--- src/rtl/dmem_responder_pkg.sv ---
// rtl/dmem_responder_pkg.sv - state encodings and write_type constants shared by the dmem responder files
package dmem_responder_pkg;

    typedef enum logic [2:0] {
        ST_IDLE,
        ST_RD_REQ,
        ST_RD_WAIT,
        ST_RD_DRAIN,
        ST_WR_REQ,
        ST_WR_WAIT,
        ST_RESP
    } state_t;

    localparam logic [3:0] WT_BYTE = 4'b0001;
    localparam logic [3:0] WT_HALF = 4'b0011;
    localparam logic [3:0] WT_WORD = 4'b1111;

endpackage

--- src/rtl/dmem_lane_align.sv ---
// rtl/dmem_lane_align.sv - combinational byte-lane steering for stores and load data right-justification
module dmem_lane_align
    import dmem_responder_pkg::*;
(
    input  logic [3:0]  write_type,
    input  logic [1:0]  wr_off,
    input  logic [31:0] w_data,
    input  logic [1:0]  rd_off,
    input  logic [31:0] rd_word,
    output logic [3:0]  wstrb,
    output logic [31:0] wdata,
    output logic [31:0] rdata
);

    always_comb begin
        wstrb = write_type << wr_off;
        // replicate the store across all lanes so the strobe alone selects the bytes
        case (write_type)
            WT_BYTE: wdata = {4{w_data[7:0]}};
            WT_HALF: wdata = {2{w_data[15:0]}};
            default: wdata = w_data;
        endcase
        rdata = rd_word >> {rd_off, 3'b000};
    end

endmodule

--- src/rtl/dmem_responder.sv ---
// rtl/dmem_responder.sv - single-outstanding load/store responder driving a req/gnt memory bus
// Optional DMEM_POSTED_WR_EN: single-entry posted store buffer with early wready.
module dmem_responder
    import dmem_responder_pkg::*;
#(
    parameter int ADDR_W = 32,
    parameter int DATA_W = 32
) (
    input  logic              clk,
    input  logic              rst,
    input  logic              rvalid,
    input  logic              wvalid,
    input  logic              op,
    input  logic [3:0]        write_type,
    input  logic [ADDR_W-1:0] addr,
    input  logic [DATA_W-1:0] w_data,
    input  logic              uncache,
    input  logic              flush,
    output logic              rready,
    output logic [DATA_W-1:0] rdata,
    output logic              wready,
    output logic              busy,
    output logic              mem_req,
    output logic              mem_we,
    output logic [ADDR_W-1:0] mem_addr,
    output logic [3:0]        mem_wstrb,
    output logic [DATA_W-1:0] mem_wdata,
    output logic              mem_uncache,
    input  logic              mem_gnt,
    input  logic              mem_rvalid,
    input  logic [DATA_W-1:0] mem_rdata,
    input  logic              mem_bvalid
);

    state_t            state;
    logic [1:0]        rd_off;
    logic [ADDR_W-1:0] addr_al;
    logic [3:0]        wstrb_c;
    logic [DATA_W-1:0] wdata_c;
    logic [DATA_W-1:0] rdata_c;
    logic              bg_busy;

    assign addr_al = {addr[ADDR_W-1:2], 2'b00};

    dmem_lane_align u_align (
        .write_type (write_type),
        .wr_off     (addr[1:0]),
        .w_data     (w_data),
        .rd_off     (rd_off),
        .rd_word    (mem_rdata),
        .wstrb      (wstrb_c),
        .wdata      (wdata_c),
        .rdata      (rdata_c)
    );

`ifdef DMEM_POSTED_WR_EN
    logic              pb_pending;
    logic              ld_hold;
    logic              ld_uncache;
    logic [ADDR_W-1:0] ld_addr;

    // busy value to use when the FSM settles in IDLE this cycle
    assign bg_busy = pb_pending & ~mem_bvalid;
`else
    assign bg_busy = 1'b0;
`endif

    always_ff @(posedge clk or posedge rst) begin
        if (rst) begin
            state       <= ST_IDLE;
            rready      <= 1'b0;
            wready      <= 1'b0;
            busy        <= 1'b0;
            mem_req     <= 1'b0;
            mem_we      <= 1'b0;
            mem_uncache <= 1'b0;
            rdata       <= '0;
            mem_addr    <= '0;
            mem_wstrb   <= '0;
            mem_wdata   <= '0;
            rd_off      <= 2'b00;
`ifdef DMEM_POSTED_WR_EN
            pb_pending  <= 1'b0;
            ld_hold     <= 1'b0;
            ld_uncache  <= 1'b0;
            ld_addr     <= '0;
`endif
        end else begin
            rready <= 1'b0;
            wready <= 1'b0;
`ifdef DMEM_POSTED_WR_EN
            // background drain of the buffered store; the FSM below may override mem_req
            if (pb_pending && mem_we && mem_gnt) mem_req <= 1'b0;
            if (pb_pending && mem_bvalid) pb_pending <= 1'b0;
`endif
            case (state)
                ST_IDLE: begin
                    busy <= bg_busy;
                    if (rvalid || wvalid) begin
                        if (op) begin
`ifdef DMEM_POSTED_WR_EN
                            if (!pb_pending) begin
                                mem_req     <= 1'b1;
                                mem_we      <= 1'b1;
                                mem_addr    <= addr_al;
                                mem_uncache <= uncache;
                                mem_wstrb   <= wstrb_c;
                                mem_wdata   <= wdata_c;
                                pb_pending  <= 1'b1;
                                wready      <= 1'b1;
                                busy        <= 1'b1;
                            end
`else
                            mem_req     <= 1'b1;
                            mem_we      <= 1'b1;
                            mem_addr    <= addr_al;
                            mem_uncache <= uncache;
                            mem_wstrb   <= wstrb_c;
                            mem_wdata   <= wdata_c;
                            busy        <= 1'b1;
                            state       <= ST_WR_REQ;
`endif
                        end else begin
                            rd_off <= addr[1:0];
                            busy   <= 1'b1;
                            state  <= ST_RD_REQ;
`ifdef DMEM_POSTED_WR_EN
                            if (pb_pending) begin
                                ld_hold    <= 1'b1;
                                ld_addr    <= addr_al;
                                ld_uncache <= uncache;
                            end else begin
                                mem_req     <= 1'b1;
                                mem_we      <= 1'b0;
                                mem_addr    <= addr_al;
                                mem_uncache <= uncache;
                            end
`else
                            mem_req     <= 1'b1;
                            mem_we      <= 1'b0;
                            mem_addr    <= addr_al;
                            mem_uncache <= uncache;
`endif
                        end
                    end
                end
                ST_RD_REQ: begin
`ifdef DMEM_POSTED_WR_EN
                    if (ld_hold) begin
                        if (flush) begin
                            ld_hold <= 1'b0;
                            busy    <= bg_busy;
                            state   <= ST_IDLE;
                        end else if (!pb_pending || mem_bvalid) begin
                            ld_hold     <= 1'b0;
                            mem_req     <= 1'b1;
                            mem_we      <= 1'b0;
                            mem_addr    <= ld_addr;
                            mem_uncache <= ld_uncache;
                        end
                    end else
`endif
                    if (mem_gnt) begin
                        mem_req <= 1'b0;
                        if (mem_rvalid && flush) begin
                            busy  <= bg_busy;
                            state <= ST_IDLE;
                        end else if (mem_rvalid) begin
                            rdata  <= rdata_c;
                            rready <= 1'b1;
                            state  <= ST_RESP;
                        end else begin
                            state <= flush ? ST_RD_DRAIN : ST_RD_WAIT;
                        end
                    end else if (flush) begin
                        mem_req <= 1'b0;
                        busy    <= bg_busy;
                        state   <= ST_IDLE;
                    end
                end
                ST_RD_WAIT: begin
                    if (mem_rvalid && flush) begin
                        busy  <= bg_busy;
                        state <= ST_IDLE;
                    end else if (mem_rvalid) begin
                        rdata  <= rdata_c;
                        rready <= 1'b1;
                        state  <= ST_RESP;
                    end else if (flush) begin
                        state <= ST_RD_DRAIN;
                    end
                end
                ST_RD_DRAIN: begin
                    if (mem_rvalid) begin
                        busy  <= bg_busy;
                        state <= ST_IDLE;
                    end
                end
                ST_WR_REQ: begin
                    if (mem_gnt) begin
                        mem_req <= 1'b0;
                        state   <= ST_WR_WAIT;
                    end
                end
                ST_WR_WAIT: begin
                    if (mem_bvalid) begin
                        wready <= 1'b1;
                        state  <= ST_RESP;
                    end
                end
                ST_RESP: begin
                    busy  <= bg_busy;
                    state <= ST_IDLE;
                end
                default: state <= ST_IDLE;
            endcase
        end
    end

endmodule
--- config.mk ---
export PLATFORM = sky130hd
export DESIGN_NAME = dmem_responder
export DESIGN_NICKNAME = d
export VERILOG_FILES = /design/src/rtl/dmem_responder_pkg.sv /design/src/rtl/dmem_lane_align.sv /design/src/rtl/dmem_responder.sv
export SDC_FILE = /design/constraint.sdc
export NUM_CORES = 1
export LEC_CHECK = 0
export ABC_AREA = 1
export ABC_CLOCK_PERIOD_IN_PS = 4500
export CORE_MARGIN = 3
export CORE_UTILIZATION = 40
export DETAILED_ROUTE_END_ITERATION = 10
export GPL_TIMING_DRIVEN = 0
export PLACE_DENSITY = 0.85
export SLEW_MARGIN = 10
export SYNTH_ARGS = -nofsm -noshare
export SYNTH_HDL_FRONTEND = slang
export SYNTH_SLANG_ARGS = --single-unit
--- constraint.sdc ---
create_clock -name clk -period 4.5 [get_ports clk]
set_input_delay 0.45 -clock clk [delete_from_list [all_inputs] [get_ports clk]]
set_output_delay 0.45 -clock clk [all_outputs]
set_load 0.02 [all_outputs]
==> results of run 1 <==
synth_stat cells:
master | count | area [sq um]
buf_6 | 5 | 56.3
o21ai_2 | 12 | 105
dfrtp_1 | 109 | 2730
nand2_2 | 8 | 50.1
nor2_4 | 4 | 45.0
a21oi_1 | 1 | 5.00
buf_2 | 17 | 85.1
conb_1 | 1 | 3.75
nand4_1 | 1 | 6.26
o21ai_0 | 42 | 210
nand3_2 | 2 | 20.0
o211ai_1 | 2 | 15.0
nand2_1 | 321 | 1200
inv_2 | 4 | 15.0
nor2_1 | 47 | 176
nor2_2 | 4 | 25.0
inv_1 | 28 | 105
clkbuf_1 | 12 | 45.0
a31oi_1 | 24 | 150
nand3_1 | 39 | 195
buf_4 | 3 | 22.5
nor3_1 | 1 | 5.00
power groups by stage:
stage	registers (W)	clock network, W	logic [W]
finish	0.00171	0.000740	0.00289
floorplan	0.00221	0	0.00105
CTS	0.00170	0.000759	0.00290
global route	0.00175	0.000808	0.00315
global placement	0.00170	0	0.00285
detailed placement	0.00171	0	0.00290
cell families after synthesis:
logic type,Yosys count
AND/OR/NAND/NOR,427
flip-flops,109
AO/OA/AOI/OAI,81
buffers and inverters,69
other,1
state kept, by name (all words and copies together) (netlist names), 2 cells and up:
name       count
mem_wdata     32
rdata         32
mem_addr      30
mem_wstrb      4
state          3
rd_off         2
through the flow:
step | TNS, ns | hold slack [ns]
global route | 0 | 0.487
CTS | 0 | 0.471
floorplan | 0 | 0.453
finish | 0 | 0.462
detailed placement | 0 | 0.458
global placement | -50.80 | 0.453
layout by cell type, fill, tap and decap left out, types with 3 or more instances in the layout:
| cell type | count |
|---|---|
| clkbuf_16 | 9 |
| buf_6 | 5 |
| clkdlybuf4s50_1 | 213 |
| nor2_4 | 4 |
| inv_2 | 4 |
| nand2_2 | 8 |
| nor2_2 | 4 |
| o21ai_2 | 12 |
| o21ai_0 | 42 |
| nand3_1 | 39 |
| a31oi_1 | 24 |
| buf_2 | 17 |
| inv_1 | 27 |
| nand2_1 | 321 |
| buf_4 | 3 |
| clkbuf_1 | 15 |
| nor2_1 | 47 |
| dfrtp_1 | 109 |
routing by layer:
layer	GRT usage, %	wire [um]
met1	28.0	6550
met2	38.6	8050
met3	7.76	1850
met4	10.2	496
met5	0	0
area by class of cell:
| cell class | count | area [sq um] |
|---|---|---|
| tap | 172 | 215 |
| sequential | 109 | 2730 |
| timing repair buffer | 214 | 2160 |
| inverter | 32 | 125 |
| fill | 1123 | 4850 |
| clock inverter | 4 | 33.8 |
| multi-input combinational | 510 | 2220 |
| buffer | 37 | 209 |
| clock buffer | 12 | 236 |
worst min path at each step:
stage | from | endpoint | slack [ns] | depth (start not counted)
floorplan | rd_off[1] | rd_off[1] | 0.45 | 2
global placement | mem_wdata[7] | mem_wdata[7] | 0.45 | 2
detailed placement | mem_addr[2] | mem_addr[2] | 0.46 | 2
CTS | rst | mem_addr[19] | 0.47 | 2
global route | rst | mem_addr[15] | 0.49 | 2
finish | rst | mem_addr[19] | 0.46 | 2
==> qor.csv, run 1 <==
stage,metric,value,unit
clock_tree,cts_hold_buf,0,
pwr,swShare,42.7,%
setup_path,arrival,1.39,ns
clock_tree,cts-buffers-inserted,9,
logic_synthesis,synth_area,5270,sq um
clock_tree,htreeDepth,3,
pwr,comb_power_share,54.2,%
cells_and_area,drive_gt1_share,8.06,%
placed_design,placedCellCount,1074,
logic_synthesis,synthMuxAreaShare,0,%
timing,setup_violations,0,
timing,finClkSkew,0.0129,ns
cells_and_area,diodes,0,
logic_synthesis,synth_compound_area_share,9.21,%
timing,max_freq,0.545,GHz
placed_design,post-dp-hpwl,12.8,mm
global_route,grt_max_degree,71,
global_route,grt.overflow.total,0,
route,route.vias.total,5469,
setup_path,r2r_end,rdata[13],
clock_tree,cts_max_path_buffers,2,
logic_synthesis,ys.warnings.count,0,
clock_tree,post_cts_resized,0,
pwr,peakVddDrop,330,uV
cells_and_area,fin_util,62.1,%
pwr,p_sw,0.00228,W
logic_synthesis,ys_types,22,
setup_path,crit_chain,clkdlybuf4s50_1,
timing,maxSlewHeadroom,63.0,%
setup_path,max_stage_delay,0.63,ns
setup_path,crit_cells,1,
route,wl_per_cell,15.5,um
route,via_per_inst,5.02,
setup_path,worst-endpoint-required,4.05,ns
timing,fin_crit,1.84,ns
floorplan,die-height,121,um
cells_and_area,area_growth,50.3,%
timing,grt_setup_unrepaired,false,
global_route,antenna_found_initial,0,
global_route,grt_pass1_wl,27.0,mm
setup_path,rr_worst_depth,7,
timing,maxSlewViolCount,0,
floorplan,die_w,121,um
setup_path,worstSetupPathType,register to primary output,
pwr,p_leak,3.77,nW
timing,tightest_slew,0.555,ns
flow_run,drv_cap,0,
cells_and_area,final_area,7930,sq um
placed_design,placed_cell_area,7660,sq um
floorplan,coreArea,12800,sq um
status,status,"finished, final reports clean",
clock_tree,cts_root_buf,clkbuf_16,
logic_synthesis,ys_seq_area_share,51.7,%
logic_synthesis,synth_xor_area_share,0,%
clock_tree,clock_latency,0.35,ns
setup_path,start_kind,register,
route,drtAntennaViolNets,0,
setup_path,crit_buf_inv,1,
timing,fin_ws,2.66,ns
cells_and_area,final_cells,1090,
pwr,finalPower,0.00534,W
logic_synthesis,synth_top_family_by_area,simple AND/OR/NAND/NOR gates,
clock_tree,postCtsSetupBuffers,0,
setup_path,setup.worst_path.end,mem_wdata[13],
timing,finalHoldViolCount,0,
setup_path,ff2ff_setup_slack,2.81,ns
logic_synthesis,synthAdderAreaFrac,0,%
setup_path,critPathTopFamily,buffers and inverters,
setup_path,worstPathMaxFanout,2,
route,drc,0,
route,routed_wl,16.9,mm
global_route,grt_pass1_vias,5336,
floorplan,io_pins,216,
route,drtIter0Drc,582,
logic_synthesis,ys_ff_latch,109,
clock_tree,cts_sinks,109,
floorplan,dieArea,14600,sq um
setup_path,startpoint,mem_wdata[13],
min_path,hold_path_class,input pin to asynchronous set/reset pin,
pwr,clkPwrFrac,13.9,%
logic_synthesis,syn_avg_cell_area,7.68,sq um
floorplan,fp-row-count,41,
floorplan,start_util,41.3,%
pwr,seqPwrFrac,32.0,%
logic_synthesis,synth_cells,687,
logic_synthesis,yosys.area_share.simple,32.8,%
global_route,globalRouteTotalUtil,23.5,%
pwr,p_int,0.00305,W
route,drt_pass1_iterations,5,
setup_path,cp_slowest_cell,clkdlybuf4s50_1,
cells_and_area,nets,1023,
pwr,cellPowerDensity,673,nW/um^2
placed_design,gp_congestion,0.936,
clock_tree,path_clk_slew,0.07,ns
clock_tree,cts_tree,built,
timing,period_share,40.8,%
setup_path,r2r-start,rd_off[0],
placed_design,dp_slack,2.39,ns
setup_path,end_kind,primary output,
placed_design,io_buffers,213,
Power figures use the tool's default switching activity.
==> run 2: changes to the inputs <==
ABC_CLOCK_PERIOD_IN_PS = 1500   (was 4500)
CORE_UTILIZATION = 39   (was 40)
PLACE_DENSITY = 0.87   (was 0.85)
clock period = 1.5 ns   (was 4.5 ns; I/O delays follow)
==> run 2 against run 1 <==
Die area up 2.4%. Cell count up 1.1%. Clock-buffer cell count down 3. Design area up 5.1%. First-iteration DRC count down 11%. Combinational power rose to 3.0 times the previous value. Clock skew down 0.0029 ns. Sequential share of layout area down 1.6 points. Critical path type unchanged. Largest cell class unchanged. Largest power group unchanged.
==> qor.csv, run 2 (same netlist as run 1, synthesis figures left out) <==
stage,metric,value,unit,change
placed_design,placedCellCount,1076,,+0.19%
clock_tree,htreeDepth,3,,unchanged
floorplan,fp-row-count,41,,unchanged
timing,fin_ws,0.0412,ns,-2.62 ns
clock_tree,cts_hold_buf,0,,unchanged
timing,finalHoldViolCount,0,,unchanged
setup_path,ff2ff_setup_slack,0.05,ns,-2.76 ns
clock_tree,path_clk_slew,0.08,ns,about the same
global_route,grt_pass1_vias,5513,,+3.3%
timing,maxSlewHeadroom,64.0,%,+1.0 points
setup_path,end_kind,primary output,,
pwr,peakVddDrop,861,uV,+160%
route,via_per_inst,5.08,,+1.3%
setup_path,worst-endpoint-required,1.35,ns,-2.70 ns
clock_tree,cts_sinks,109,,unchanged
setup_path,arrival,1.31,ns,-0.08 ns
clock_tree,cts-buffers-inserted,9,,unchanged
route,drtAntennaViolNets,0,,unchanged
status,status,"finished, final reports clean",,
timing,fin_crit,1.46,ns,
floorplan,start_util,40.8,%,-0.49 points
global_route,grt_max_degree,36,,-49%
clock_tree,cts_tree,built,,
placed_design,io_buffers,213,,unchanged
cells_and_area,drive_gt1_share,11.6,%,+3.6 points
timing,finClkSkew,0.0100,ns,-0.00290 ns
timing,max_freq,0.686,GHz,
placed_design,gp_congestion,0.975,,+4.2%
setup_path,r2r-start,state[0],,
setup_path,setup.worst_path.end,mem_addr[4],,
timing,final.setup.tns,0,ns,unchanged
cells_and_area,area_growth,58.0,%,
global_route,antenna_found_initial,0,,unchanged
floorplan,io_pins,216,,unchanged
min_path,hold_path_class,input pin to asynchronous set/reset pin,,
timing,setup_violations,0,,unchanged
floorplan,coreArea,12900,sq um,+1.2%
floorplan,die_w,122,um,+1.2%
cells_and_area,nets,1036,,+1.3%
setup_path,critPathTopFamily,buffers and inverters,,
cells_and_area,final_cell_mix,"320 x nand2_1, 116 x clkdlybuf4s50_1, 106 x dfrtp_1, 69 x dlymetal6s2s_1, 43 x nor2_1",,
setup_path,startpoint,mem_addr[4],,
clock_tree,cts_root_buf,clkbuf_16,,
setup_path,max_stage_delay,0.61,ns,-0.02 ns
placed_design,post-dp-hpwl,13.4,mm,+4.7%
setup_path,crit_buf_inv,1,,unchanged
setup_path,crit_cells,1,,unchanged
cells_and_area,reg_top3,"mem_wdata: 32 flops, rdata: 32 flops, mem_addr: 30 flops",,
clock_tree,clock_latency,0.36,ns,about the same
route,wl_per_cell,16.3,um,+4.6%
setup_path,cp_slowest_cell,clkdlybuf4s50_1,,
global_route,grt.overflow.total,0,,unchanged
clock_tree,cts_max_path_buffers,2,,unchanged
pwr,p_leak,4.78,nW,+27%
placed_design,dp_slack,-0.325,ns,-2.72 ns
flow_run,drv_cap,0,,unchanged
setup_path,worstPathMaxFanout,2,,unchanged
route,drtIter0Drc,518,,-11%
cells_and_area,final_cells,1102,,+1.1%
route,route.vias.total,5602,,+2.4%
pwr,cellPowerDensity,1930,nW/um^2,+190%
global_route,grt_pass1_wl,27.5,mm,+1.9%
setup_path,r2r_end,mem_wdata[9],,
route,drt_pass1_iterations,5,,unchanged
timing,tightest_slew,0.539,ns,-0.0153 ns
route,routed_wl,17.9,mm,+5.7%
timing,maxSlewViolCount,0,,unchanged
pwr,finalPower,0.0161,W,+200%
cells_and_area,diodes,0,,unchanged
floorplan,die-height,122,um,+1.2%
setup_path,crit_chain,clkdlybuf4s50_1,,
setup_path,worstSetupPathType,register to primary output,,
setup_path,rr_worst_depth,7,,unchanged
global_route,globalRouteTotalUtil,23.5,%,+0.030 points
timing,grt_setup_unrepaired,true,,
setup_path,start_kind,register,,
route,drc,0,,unchanged
cells_and_area,final_common_cell,nand2_1,,
floorplan,dieArea,15000,sq um,+2.4%
timing,period_share,97.3,%,
==> run 2: how the worst min path moves through the flow <==
stage                   end  slack [ns]          from
6_report           rdata[3]        0.11           rst
5_1_grt            rdata[1]        0.12           rst
4_1_cts            rdata[1]        0.10           rst
3_5_place_dp        mem_req        0.46       mem_req
3_3_place_gp   mem_addr[15]        0.45  mem_addr[15]
2_1_floorplan  mem_addr[31]        0.27      addr[31]
==> run 2: through the flow <==
| stage | utilization [%] | hold slack [ns] | cell area [sq um] |
|---|---|---|---|
| finish | 64.5 | 0.109 | 8330 |
| global route | 64.5 | 0.118 | 8330 |
| CTS | 61.9 | 0.104 | 8010 |
| detailed placement | 59.5 | 0.457 | 7690 |
| global placement | 59.0 | 0.453 | 7630 |
| floorplan | - | 0.267 | 5280 |
==> run 2: what timing repair did <==
action                                  4_1_cts  5_1_grt
buffers inserted                              7        4
gates cloned                                  0        2
gates resized for setup                      41      106
endpoints found under the setup margin      116      164
pin swaps                                     3        3
endpoints found under the hold margin         0        0
==> run 2: per-layer routing <==
metal	up-vias	GRT usage [%]	routed length, um
li1	2654	-	-
met2	313	40.6	8750
met5	-	0	0
met3	45	7.79	1990
met4	0	8.96	451
met1	2590	27.0	6710
==> run 2: area by class of cell <==
class / count / area (sq um)
clock inverter: 6 / 53.8
inverter: 32 / 131
tap: 172 / 215
sequential: 109 / 2730
buffer: 35 / 250
fill: 1084 / 4590
clock buffer: 9 / 225
multi-input combinational: 510 / 2270
timing repair buffer: 229 / 2450
==> run 2: worst register-to-register path: cells and delay by family (launching register included) <==
kind	cells	cell delay [ns]
buffers and inverters	2	0.32
and+or+nand+nor	4	0.47
AOI/OAI and AO/OA	1	0.16
DFF	1	0.42
==> run 2: where the power goes <==
| group | internal [W] | switching, W | total, W |
|---|---|---|---|
| Sequential | 0.00430 | 0.000746 | 0.00504 |
| Clock | 0.00115 | 0.00114 | 0.00229 |
| Combinational | 0.00361 | 0.00512 | 0.00873 |
| Total | 0.00906 | 0.00701 | 0.0161 |
